[config.mk]
export PLATFORM = sky130hd
export DESIGN_NAME = fifo_reader
export DESIGN_NICKNAME = d
export VERILOG_FILES = /design/src/rtl/fifo_reader.sv
export SDC_FILE = /design/constraint.sdc
export NUM_CORES = 1
export LEC_CHECK = 0
export CAP_MARGIN = 0
export CORE_ASPECT_RATIO = 1.25
export CORE_MARGIN = 2
export CORE_UTILIZATION = 42
export CTS_BUF_LIST = sky130_fd_sc_hd__clkbuf_2 sky130_fd_sc_hd__clkbuf_4 sky130_fd_sc_hd__clkbuf_8
export DETAILED_ROUTE_END_ITERATION = 8
export GPL_TIMING_DRIVEN = 1
export PLACE_DENSITY = 0.83
export SYNTH_ARGS = -nofsm -noshare
export SYNTH_HDL_FRONTEND = slang
export SYNTH_SLANG_ARGS = --single-unit
[constraint.sdc]
create_clock -name clk -period 2.2 [get_ports clk]
set_input_delay 0.44 -clock clk [delete_from_list [all_inputs] [get_ports clk]]
set_output_delay 0.44 -clock clk [all_outputs]
set_load 0.1 [all_outputs]
[src/rtl/fifo_reader.sv]
// fifo_reader: read-side master for a synchronous FIFO.
// Strobes Read_enable when space is reserved, captures data_out the
// following cycle into a 2-entry skid buffer, and presents it on a
// valid/ready stream.
// Ports: clk, reset (sync, active-high), enable, empty, data_out,
//        Read_enable, m_data, m_valid, m_ready, busy, rd_count.
// Option: FIFO_RD_COUNT_EN adds a wrapping delivered-word counter on
//         rd_count; without it rd_count is tied to 0.
module fifo_reader #(
  parameter int DATA_WIDTH = 8,
  parameter int CNT_WIDTH  = 16
) (
  input  logic                  clk,
  input  logic                  reset,
  input  logic                  enable,
  input  logic                  empty,
  input  logic [DATA_WIDTH-1:0] data_out,
  output logic                  Read_enable,
  output logic [DATA_WIDTH-1:0] m_data,
  output logic                  m_valid,
  input  logic                  m_ready,
  output logic                  busy,
  output logic [CNT_WIDTH-1:0]  rd_count
);

  typedef enum logic [1:0] {
    S_EMPTY,
    S_ONE,
    S_TWO
  } state_t;

  state_t                state;
  state_t                state_nxt;
  logic                  inflight;
  logic                  head;
  logic                  tail;
  logic [DATA_WIDTH-1:0] mem [2];
  logic [1:0]            occ;
  logic [2:0]            level;
  logic                  pop;
  logic                  capture;

  always_comb begin
    occ     = 2'd0;
    m_valid = 1'b0;
    case (state)
      S_ONE: begin
        occ     = 2'd1;
        m_valid = 1'b1;
      end
      S_TWO: begin
        occ     = 2'd2;
        m_valid = 1'b1;
      end
      default: begin
        occ     = 2'd0;
        m_valid = 1'b0;
      end
    endcase
  end

  assign pop     = m_valid & m_ready;
  assign capture = inflight;
  assign m_data  = mem[head];
  assign busy    = (state != S_EMPTY) | inflight;

  // Occupancy after this edge; a strobe now only if a slot stays free.
  // Counting the pop lets a drained word's slot be reused at once.
  assign level = {1'b0, occ} + {2'b0, inflight} - {2'b0, pop};
  assign Read_enable = enable & ~empty & (level < 3'd2);

  always_comb begin
    state_nxt = state;
    case ({capture, pop})
      2'b10: begin
        case (state)
          S_EMPTY: state_nxt = S_ONE;
          default: state_nxt = S_TWO;
        endcase
      end
      2'b01: begin
        case (state)
          S_TWO:   state_nxt = S_ONE;
          default: state_nxt = S_EMPTY;
        endcase
      end
      default: state_nxt = state;
    endcase
  end

  always_ff @(posedge clk) begin
    if (reset) begin
      state    <= S_EMPTY;
      inflight <= 1'b0;
      head     <= 1'b0;
      tail     <= 1'b0;
      mem[0]   <= '0;
      mem[1]   <= '0;
    end else begin
      state    <= state_nxt;
      inflight <= Read_enable;
      // Space was reserved at issue, so capture never checks occupancy.
      if (capture) begin
        mem[tail] <= data_out;
        tail      <= ~tail;
      end
      if (pop) head <= ~head;
    end
  end

`ifdef FIFO_RD_COUNT_EN
  logic [CNT_WIDTH-1:0] count;

  always_ff @(posedge clk) begin
    if (reset) count <= '0;
    else if (pop) count <= count + {{(CNT_WIDTH-1){1'b0}}, 1'b1};
  end

  assign rd_count = count;
`else
  assign rd_count = '0;
`endif

endmodule
==> results of run 1 <==
[cell families (layout without fill, tap and decap cells)]
kind of cell,count (synthesis),count (layout),synth area share
AOI/OAI and AO/OA,5,5,0.0336
xor gates and xnor gates,3,3,0.0220
muxes,8,8,0.0756
adders and majority gates,4,4,0.0483
and+or+nand+nor,34,34,0.186
other,1,16,0.00314
DFF,22,22,0.504
buffers and inverters,23,42,0.128
[cell type report]
class | instances | area [um^2] | area share
Clock buffer | 3 | 22.5 | 0.0144
Clock inverter | 1 | 3.75 | 0.00240
Inverter | 4 | 15.0 | 0.00958
Multi-Input combinational cell | 70 | 532 | 0.339
Sequential cell | 22 | 603 | 0.385
Tap cell | 34 | 42.5 | 0.0272
Timing Repair Buffer | 34 | 348 | 0.222
[registers in the layout, indices dropped and copies added (netlist names), named ones only]
| signal | flops |
|---|---|
| mem | 16 |
| head | 1 |
| state | 2 |
| tail | 1 |
| capture | 1 |
[power groups by stage]
stage	registers (mW)	logic, mW	clock network, mW
6_report	0.473	0.389	0.173
5_1_grt	0.475	0.403	0.201
4_1_cts	0.474	0.391	0.179
3_5_place_dp	0.483	0.390	0
3_3_place_gp	0.482	0.386	0
2_1_floorplan	0.479	0.325	0
[worst max-delay path by stage]
stage | from | endpoint | slack, ns | cells past startpoint
finish | state[1] | Read_enable | -0.53 | 8
global route | state[1] | Read_enable | -0.63 | 8
CTS | state[1] | Read_enable | -0.55 | 8
detailed placement | m_ready | Read_enable | -0.49 | 7
global placement | m_ready | Read_enable | -0.44 | 7
floorplan | state[1] | Read_enable | -0.80 | 7
[placed cells by master (no fill, tap or decap), types with 2 or more instances in the layout]
cell type,Yosys,final
inv_2,1,3
nand3b_1,3,3
clkdlybuf4s50_1,0,12
conb_1,1,16
and2_1,16,16
nand3_1,2,2
buf_12,0,5
buf_4,17,17
mux2_2,8,8
clkbuf_4,0,3
a31oi_1,2,2
ha_1,3,2
edfxtp_1,16,16
dfxtp_2,0,2
nor2_1,3,3
dfxtp_1,6,4
[metal layers]
layer / vias to the layer above / global-route usage
met3: 2 / 0.0379
li1: 377 / -
met2: 20 / 0.239
met4: 0 / 0.0493
met5: - / 0
met1: 363 / 0.151
[worst min-delay path, stage by stage (launching register included)]
cell     delay [ns]
dfxtp_1        0.34
xor2_1         0.08
nor2_1         0.08
==> reports/metrics.csv, run 1 <==
metric,value,unit
hold_path_depth,2,
wl_met1,764,um
synth_cells,100,
grt_pass1_vias,777,
pwr-share-seq,0.457,
synth_area_leaders,"edfxtp_1, buf_4, dfxtp_1, and2_1, mux2_2",
post-dp-hpwl,1560,um
skew,0.00190,ns
die_h,63.6,um
fin_cells,168,
violations,negative setup slack,
critPathSlowestCell,fa_2,
setup_ws,-0.529,ns
timing.rr.start,state[1],
drt_iter0_markers,16,
power.switching,0.406,mW
grt_use_total,0.136,
fin_setup_tns,-0.529,ns
numPortBuffers,23,
p_total,1.04,mW
setup_viol,1,
final_area,1570,um^2
pre_cts_ws,-0.490,ns
min_period,2.73,ns
wl_per_cell,11.6,um
antenna_found_initial,0,
regToRegEndpoint,capture,
ys_ff_latch,22,
finalHoldViolCount,0,
utilization,0.585,
holdWs,0.521,ns
hold_buffers,0,
hold_path.class,reg2reg,
synth-main-ff-cell,edfxtp_1,
ys_types,29,
wl_met3,106,um
top_layer,met4,
critical_path_buf_inv_count,2,
yosys.area.top_type,edfxtp_1,
arrival,2.29,ns
numCtsBuffers,3,
synth_top_area_share,0.403,
start_util,0.445,
path_max_fanout,3,
peakVddDrop,0.397,mV
die-area,3280,um^2
crit_path_max_incr_delay,0.54,ns
place_inst,164,
grt_pass1_wl,3250,um
internal_power,0.629,mW
pwr_density_cell,661,nW/um^2
drv_slew,0,
p_clk_frac,0.167,
routed_wl,1960,um
status,"finished, violations left",
cts-root-buf,clkbuf_4,
post_cts_buffers,0,
yosysSeqAreaShare,0.504,
wl_met2,1070,um
min_period_over_period,1.24,
cp.required,1.76,ns
routabilityCongestion,0.731,
cts_resized,0,
drive_above_1_share,0.351,
fill_cells,241,
rsz0062_at_grt,yes,
endpoint_kind,output port,
p_sw_frac,0.392,
path_class,reg2out,
synth_edf_count,16,
post-route-drc-count,0,
antenna_left,0,
htree_num_levels,1,
synth_commonest_cells,"buf_4, and2_1, edfxtp_1",
maxClockFrequency,366,MHz
async_reset_ff_frac,0,
clk_latency,0.29,ns
layout-area-overhead-vs-synth,31.4,%
clkTransAtPathRegs,0.11,ns
clock-sinks,22,
cts_tree,yes,
leakagePower,0.651,nW
post-synth-top-count-cell,buf_4,
syn_avg_cell_area,11.9,um^2
vias_per_cell,4.54,
die_w,51.7,um
place_area,1540,um^2
fp-row-count,21,
whs_endpoint,head,
nets,152,
grt_max_degree,13,
synth-warning-count,0,
min_from,head,
critPathLaunchType,flip-flop,
dr.pass1.iters,4,
cp_top_family,adder cells,
pin_count,40,
rr_worst_depth,8,
worstPathCellList,"inv_2, ha_4, a21bo_2, a21bo_1, fa_2, nand2_2, nor3_4, buf_12",
maxCapViolCount,0,
synthesis.area,1190,um^2
vias,762,
combPwrFrac,0.376,
r2r_slack,0.20,ns
diodes,0,
core,2680,um^2
cts_buffer_depth,2,
grt_overflow_total,0,
No activity file was read; power rests on OpenSTA's default activity.
==> run 2: changes to the inputs <==
--- a/config.mk
+++ b/config.mk
@@ -6,13 +6,16 @@
 export NUM_CORES = 1
 export LEC_CHECK = 0
 export CAP_MARGIN = 0
+export CELL_PAD_IN_SITES_DETAIL_PLACEMENT = 0
+export CELL_PAD_IN_SITES_GLOBAL_PLACEMENT = 1
 export CORE_ASPECT_RATIO = 1.25
 export CORE_MARGIN = 2
-export CORE_UTILIZATION = 42
+export CORE_UTILIZATION = 32
 export CTS_BUF_LIST = sky130_fd_sc_hd__clkbuf_2 sky130_fd_sc_hd__clkbuf_4 sky130_fd_sc_hd__clkbuf_8
 export DETAILED_ROUTE_END_ITERATION = 8
 export GPL_TIMING_DRIVEN = 1
 export PLACE_DENSITY = 0.83
+export SLEW_MARGIN = 5
 export SYNTH_ARGS = -nofsm -noshare
 export SYNTH_HDL_FRONTEND = slang
 export SYNTH_SLANG_ARGS = --single-unit
==> run 2 against run 1 <==
  * The run ends with design-rule violations, negative setup slack left
  * Critical endpoint unchanged
  * Worst setup slack better by 0.034 ns
  * Combinational power increased by 7.2%
  * Clock-buffer cell count increased by 1
  * First-iteration DRC count down 38%
  * Critical path depth fell by 1
  * Utilization shrank 11 points
==> reports/metrics.csv, run 2 (synthesis results as in run 1) <==
metric,value,unit,change
path_max_fanout,3,,unchanged
die_w,58.6,um,+13%
min_period,2.69,ns,-0.0340 ns
wl_met2,1210,um,+12%
top_layer,met3,,
grt_max_degree,13,,unchanged
critPathLaunchType,input pin,,
pin_count,40,,unchanged
path_class,in2out,,
pwr-share-seq,0.406,,-0.051
combPwrFrac,0.358,,-0.018
maxClockFrequency,371,MHz,+1.3%
cts-root-buf,clkbuf_8,,
post_cts_buffers,0,,unchanged
htree_num_levels,1,,unchanged
seqCellArea,603,um^2,unchanged
clkTransAtPathRegs,0.07,ns,-0.04 ns
numPortBuffers,23,,unchanged
arrival,2.25,ns,-0.04 ns
endpoint_kind,output port,,
startpoint,m_ready,,
holdWs,0.512,ns,-0.00936 ns
leakagePower,0.689,nW,+5.9%
crit_end,Read_enable,,
violations,"design-rule violations, negative setup slack",,
die_h,72.3,um,+14%
routed_wl,2090,um,+6.7%
core,3540,um^2,+32%
clock-sinks,22,,unchanged
drv_slew,0,,unchanged
die-area,4230,um^2,+29%
diodes,0,,unchanged
cp.required,1.76,ns,about the same
grt_pass1_wl,3390,um,+4.5%
post-route-drc-count,2,,+2
fin_setup_tns,-0.495,ns,+0.0340 ns
place_area,1620,um^2,+5.3%
nets,152,,unchanged
largestRegisters,"mem: 16 flops, state: 2 flops",,
r2r_slack,0.23,ns,+0.03 ns
setup_ws,-0.495,ns,+0.0340 ns
grt_overflow_total,0,,unchanged
post-dp-hpwl,1720,um,+9.8%
multi_input_area,538,um^2,+1.2%
pwr_density_cell,693,nW/um^2,+4.9%
peakVddDrop,0.265,mV,-33%
final_area,1680,um^2,+7.4%
start_util,0.337,,-0.108
wl_met1,767,um,+0.39%
antenna_found_initial,0,,unchanged
fill_cells,315,,+31%
vias_per_cell,4.30,,-5.2%
routabilityCongestion,0.678,,-7.3%
largest_register,mem,,
cts_buffer_depth,2,,unchanged
min_period_over_period,1.22,,-0.0155
largest_register_ffs,16,,unchanged
hold_path.class,reg2reg,,
numCtsBuffers,3,,unchanged
status,"finished, violations left",,
drt_iter0_markers,10,,-6
maxCapViolCount,0,,unchanged
grt_use_total,0.103,,-0.0323
wl_per_cell,12.1,um,+3.7%
cts_tree,yes,,
rr_worst_depth,8,,unchanged
final_cell_mix,"and2_1, conb_1, edfxtp_1, clkdlybuf4s50_1",,
skew,0.00262,ns,+0.000724 ns
setup_viol,1,,unchanged
hold_buffers,0,,unchanged
finalHoldViolCount,0,,unchanged
dr.pass1.iters,6,,+2
drive_above_1_share,0.358,,+0.00746
wl_met3,112,um,+5.7%
vias,744,,-2.4%
grt_pass1_vias,819,,+5.4%
p_sw_frac,0.361,,-0.0309
p_clk_frac,0.236,,+0.069
layout-area-overhead-vs-synth,41.1,%,
rsz0062_at_grt,yes,,
power.switching,0.422,mW,+3.8%
antenna_left,0,,unchanged
regToRegEndpoint,capture,,
clk_latency,0.25,ns,-0.04 ns
internal_power,0.745,mW,+18%
timing.rr.start,state[1],,
fp-row-count,24,,+14%
## run 2: cell count changes in the layout (fill, tap and decap cells not counted), sizes merged
cell	before	now
clkinv	1	0
clkbuf	3	4
## run 2: worst min path at each step
stage                     startpoint   endpoint  slack (ns)  cells past startpoint
after CTS                       head  flip-flop        0.52                      2
after global placement          head       head        0.49                      2
after floorplan                 head  flip-flop        0.47                      2
after detailed placement        head  flip-flop        0.49                      2
final                           head  flip-flop        0.51                      2
after global routing            head  flip-flop        0.54                      2
## run 2: cell type report
cell class	instances	area share
repair buffers	34	0.251
flip-flops and latches	22	0.358
inverters	4	0.00892
clock buffers	4	0.0327
multi-input cells	70	0.320
well taps	39	0.0290
## run 2: critical path, cell delays in order
cell	delay, ns
clkdlybuf4s50_1	0.46
a21bo_4	0.23
a21bo_1	0.18
fa_2	0.53
nand2_2	0.07
nor3_4	0.15
buf_12	0.20
## run 2: timing repair
action | 4_1_cts | 5_1_grt
setup endpoints to repair | 1 | 1
gates resized for setup | 0 | 1
hold endpoints to repair | 0 | 0
## run 2: per-layer routing
layer / up-vias / track usage
li1: 375 / -
met1: 352 / 0.104
met2: 17 / 0.210
met3: 0 / 0.0214
met4: 0 / 0.0227
met5: - / 0
## run 2: per-stage QoR
| step | power (mW) | setup WS [ns] | std cells | util |
|---|---|---|---|---|
| after floorplan | 0.804 | -0.797 | 115 | - |
| after global placement | 0.896 | -0.445 | 169 | 0.458 |
| after detailed placement | 0.901 | -0.471 | 169 | 0.458 |
| after CTS | 1.18 | -0.483 | 173 | 0.473 |
| after global routing | 1.21 | -0.558 | 173 | 0.475 |
| final | 1.17 | -0.495 | 173 | 0.475 |
## run 2: power by group through the flow
stage / clock network [mW] / registers [mW] / logic, mW
final: 0.276 / 0.474 / 0.417
after CTS: 0.285 / 0.475 / 0.418
after floorplan: 0 / 0.479 / 0.325
after detailed placement: 0 / 0.484 / 0.417
after global routing: 0.299 / 0.476 / 0.433
after global placement: 0 / 0.482 / 0.414
==> RTL edit: new RTL, flow settings as in run 1 <==
Encoding of `state_t`: now one-hot (3 bits for 3 states).
--- a/src/rtl/fifo_reader.sv
+++ b/src/rtl/fifo_reader.sv
@@ -23,10 +23,10 @@
   output logic [CNT_WIDTH-1:0]  rd_count
 );
 
-  typedef enum logic [1:0] {
-    S_EMPTY,
-    S_ONE,
-    S_TWO
+  typedef enum logic [2:0] {
+    S_EMPTY = 3'b001,
+    S_ONE   = 3'b010,
+    S_TWO   = 3'b100
   } state_t;
 
   state_t                state;
Formal check against the unedited RTL: no difference found for any inputs over 10 cycles, from zero or initial values and one cycle with reset high; not proved beyond that.
==> RTL edit against run 1 <==
The flow still finishes with violations (negative setup slack). Utilization fell by 1.9 points. Combinational power fell by 10%. Worst setup slack got worse by 0.51 ns. Wire length rose by 15%. Critical path depth did not move. Total power rose by 0.86%. Non-clock buffer count rose by 2. Area after synthesis rose by 4.4%. Maximum frequency fell by 16%. Design area rose by 4.4%. Global-route usage rose by 1.0 points. Sequential cell count rose by 1. Largest cell class unchanged.
==> RTL edit: results (changes against run 1) <==
Status
  – Status: finished with violations (unchanged)
  – Failing checks: negative setup slack (unchanged)

Placed design
  – Place WS: -1.129 ns (was -0.4901 ns)
  – GP Congestion: 0.7019 (was 0.7307)
  – Placed Cells incl. Taps: 171 (was 164)
  – Hpwl dp: 1720 um (was 1564 um)

Timing
  – Clock Skew: 0.001350 ns (was 0.001897 ns)
  – # setup viols final: 2 (was 1)
  – TNS Setup: -1.330 ns (was -0.5287 ns)
  – Worst Slack Setup Final: -1.041 ns (was -0.5287 ns)
  – Hold_ws: 0.5936 ns (was 0.5212 ns)

Worst setup path
  – Worst reg2reg startpoint: state[2]$_SDFFE_PP0P_ (was state[1]$_SDFFE_PP0P_)
  – Max stage delay cell, worst path: fa_1 (was fa_2)
  – Critical path's largest stage delay: 0.50 ns (was 0.54 ns)
  – CP max FO: 2 (was 3)

Logic synthesis
  – XOR/XNOR Fraction of Synth Area: 2.111% (was 2.204%)
  – Cells after Synth: 104 (was 100)
  – Synth cell count leaders: and2_1, buf_4, edfxtp_1 (was buf_4, and2_1, edfxtp_1)
  – Post-synthesis compound-gate area fraction: 3.216% (was 3.358%)

Cells and area
  – Layout cells sized above 1: 36.88% (was 35.07%)
  – Data buffer area share: 20.58% (was 22.20%)
  – Seq/total area: 38.26% (was 38.50%)
  – Multi-input logic area: 586.8 um^2 (was 531.8 um^2)
  – Multi-In Gates: 75 (was 70)
  – # clk buffers: 4 (was 3)
  – # fillers: 257 (was 241)

Global route
  – GR met3 Demand/Resource: 2.995% (was 3.791%)
  – GR Util met1: 15.18% (was 15.14%)
  – GR Util met2: 28.75% (was 23.88%)

Pwr
  – Leak pwr: 0.6905 nW (was 0.6508 nW)

Min path
  – Worst Hold Launch: tail$_SDFFE_PP0P_ (was head$_SDFFE_PP0P_)
==> RTL edit: worst max path at each step <==
| stage | endpoint | slack [ns] | depth (start not counted) |
|---|---|---|---|
| 2_1_floorplan | Read_enable | -0.74 | 7 |
| 3_3_place_gp | Read_enable | -1.08 | 8 |
| 3_5_place_dp | Read_enable | -1.13 | 8 |
| 4_1_cts | Read_enable | -1.10 | 8 |
| 5_1_grt | Read_enable | -1.14 | 8 |
| 6_report | Read_enable | -1.04 | 8 |
==> RTL edit: power breakdown <==
part / total, mW / switching (mW) / internal [mW]
Combinational: 0.349 / 0.264 / 0.0857
Clock: 0.204 / 0.121 / 0.0830
Sequential: 0.491 / 0.00964 / 0.481
Total: 1.04 / 0.395 / 0.650
==> RTL edit: worst min-delay path: stages (launching register included) <==
cell     delay, ns
dfxtp_1       0.37
xnor2_1       0.16
nor2_1        0.04
==> RTL edit: what timing repair did <==
item	CTS	global route
setup buffers	2	0
pin swaps	6	5
setup endpoints to repair	2	2
resized for setup	5	2
hold buffers	0	0
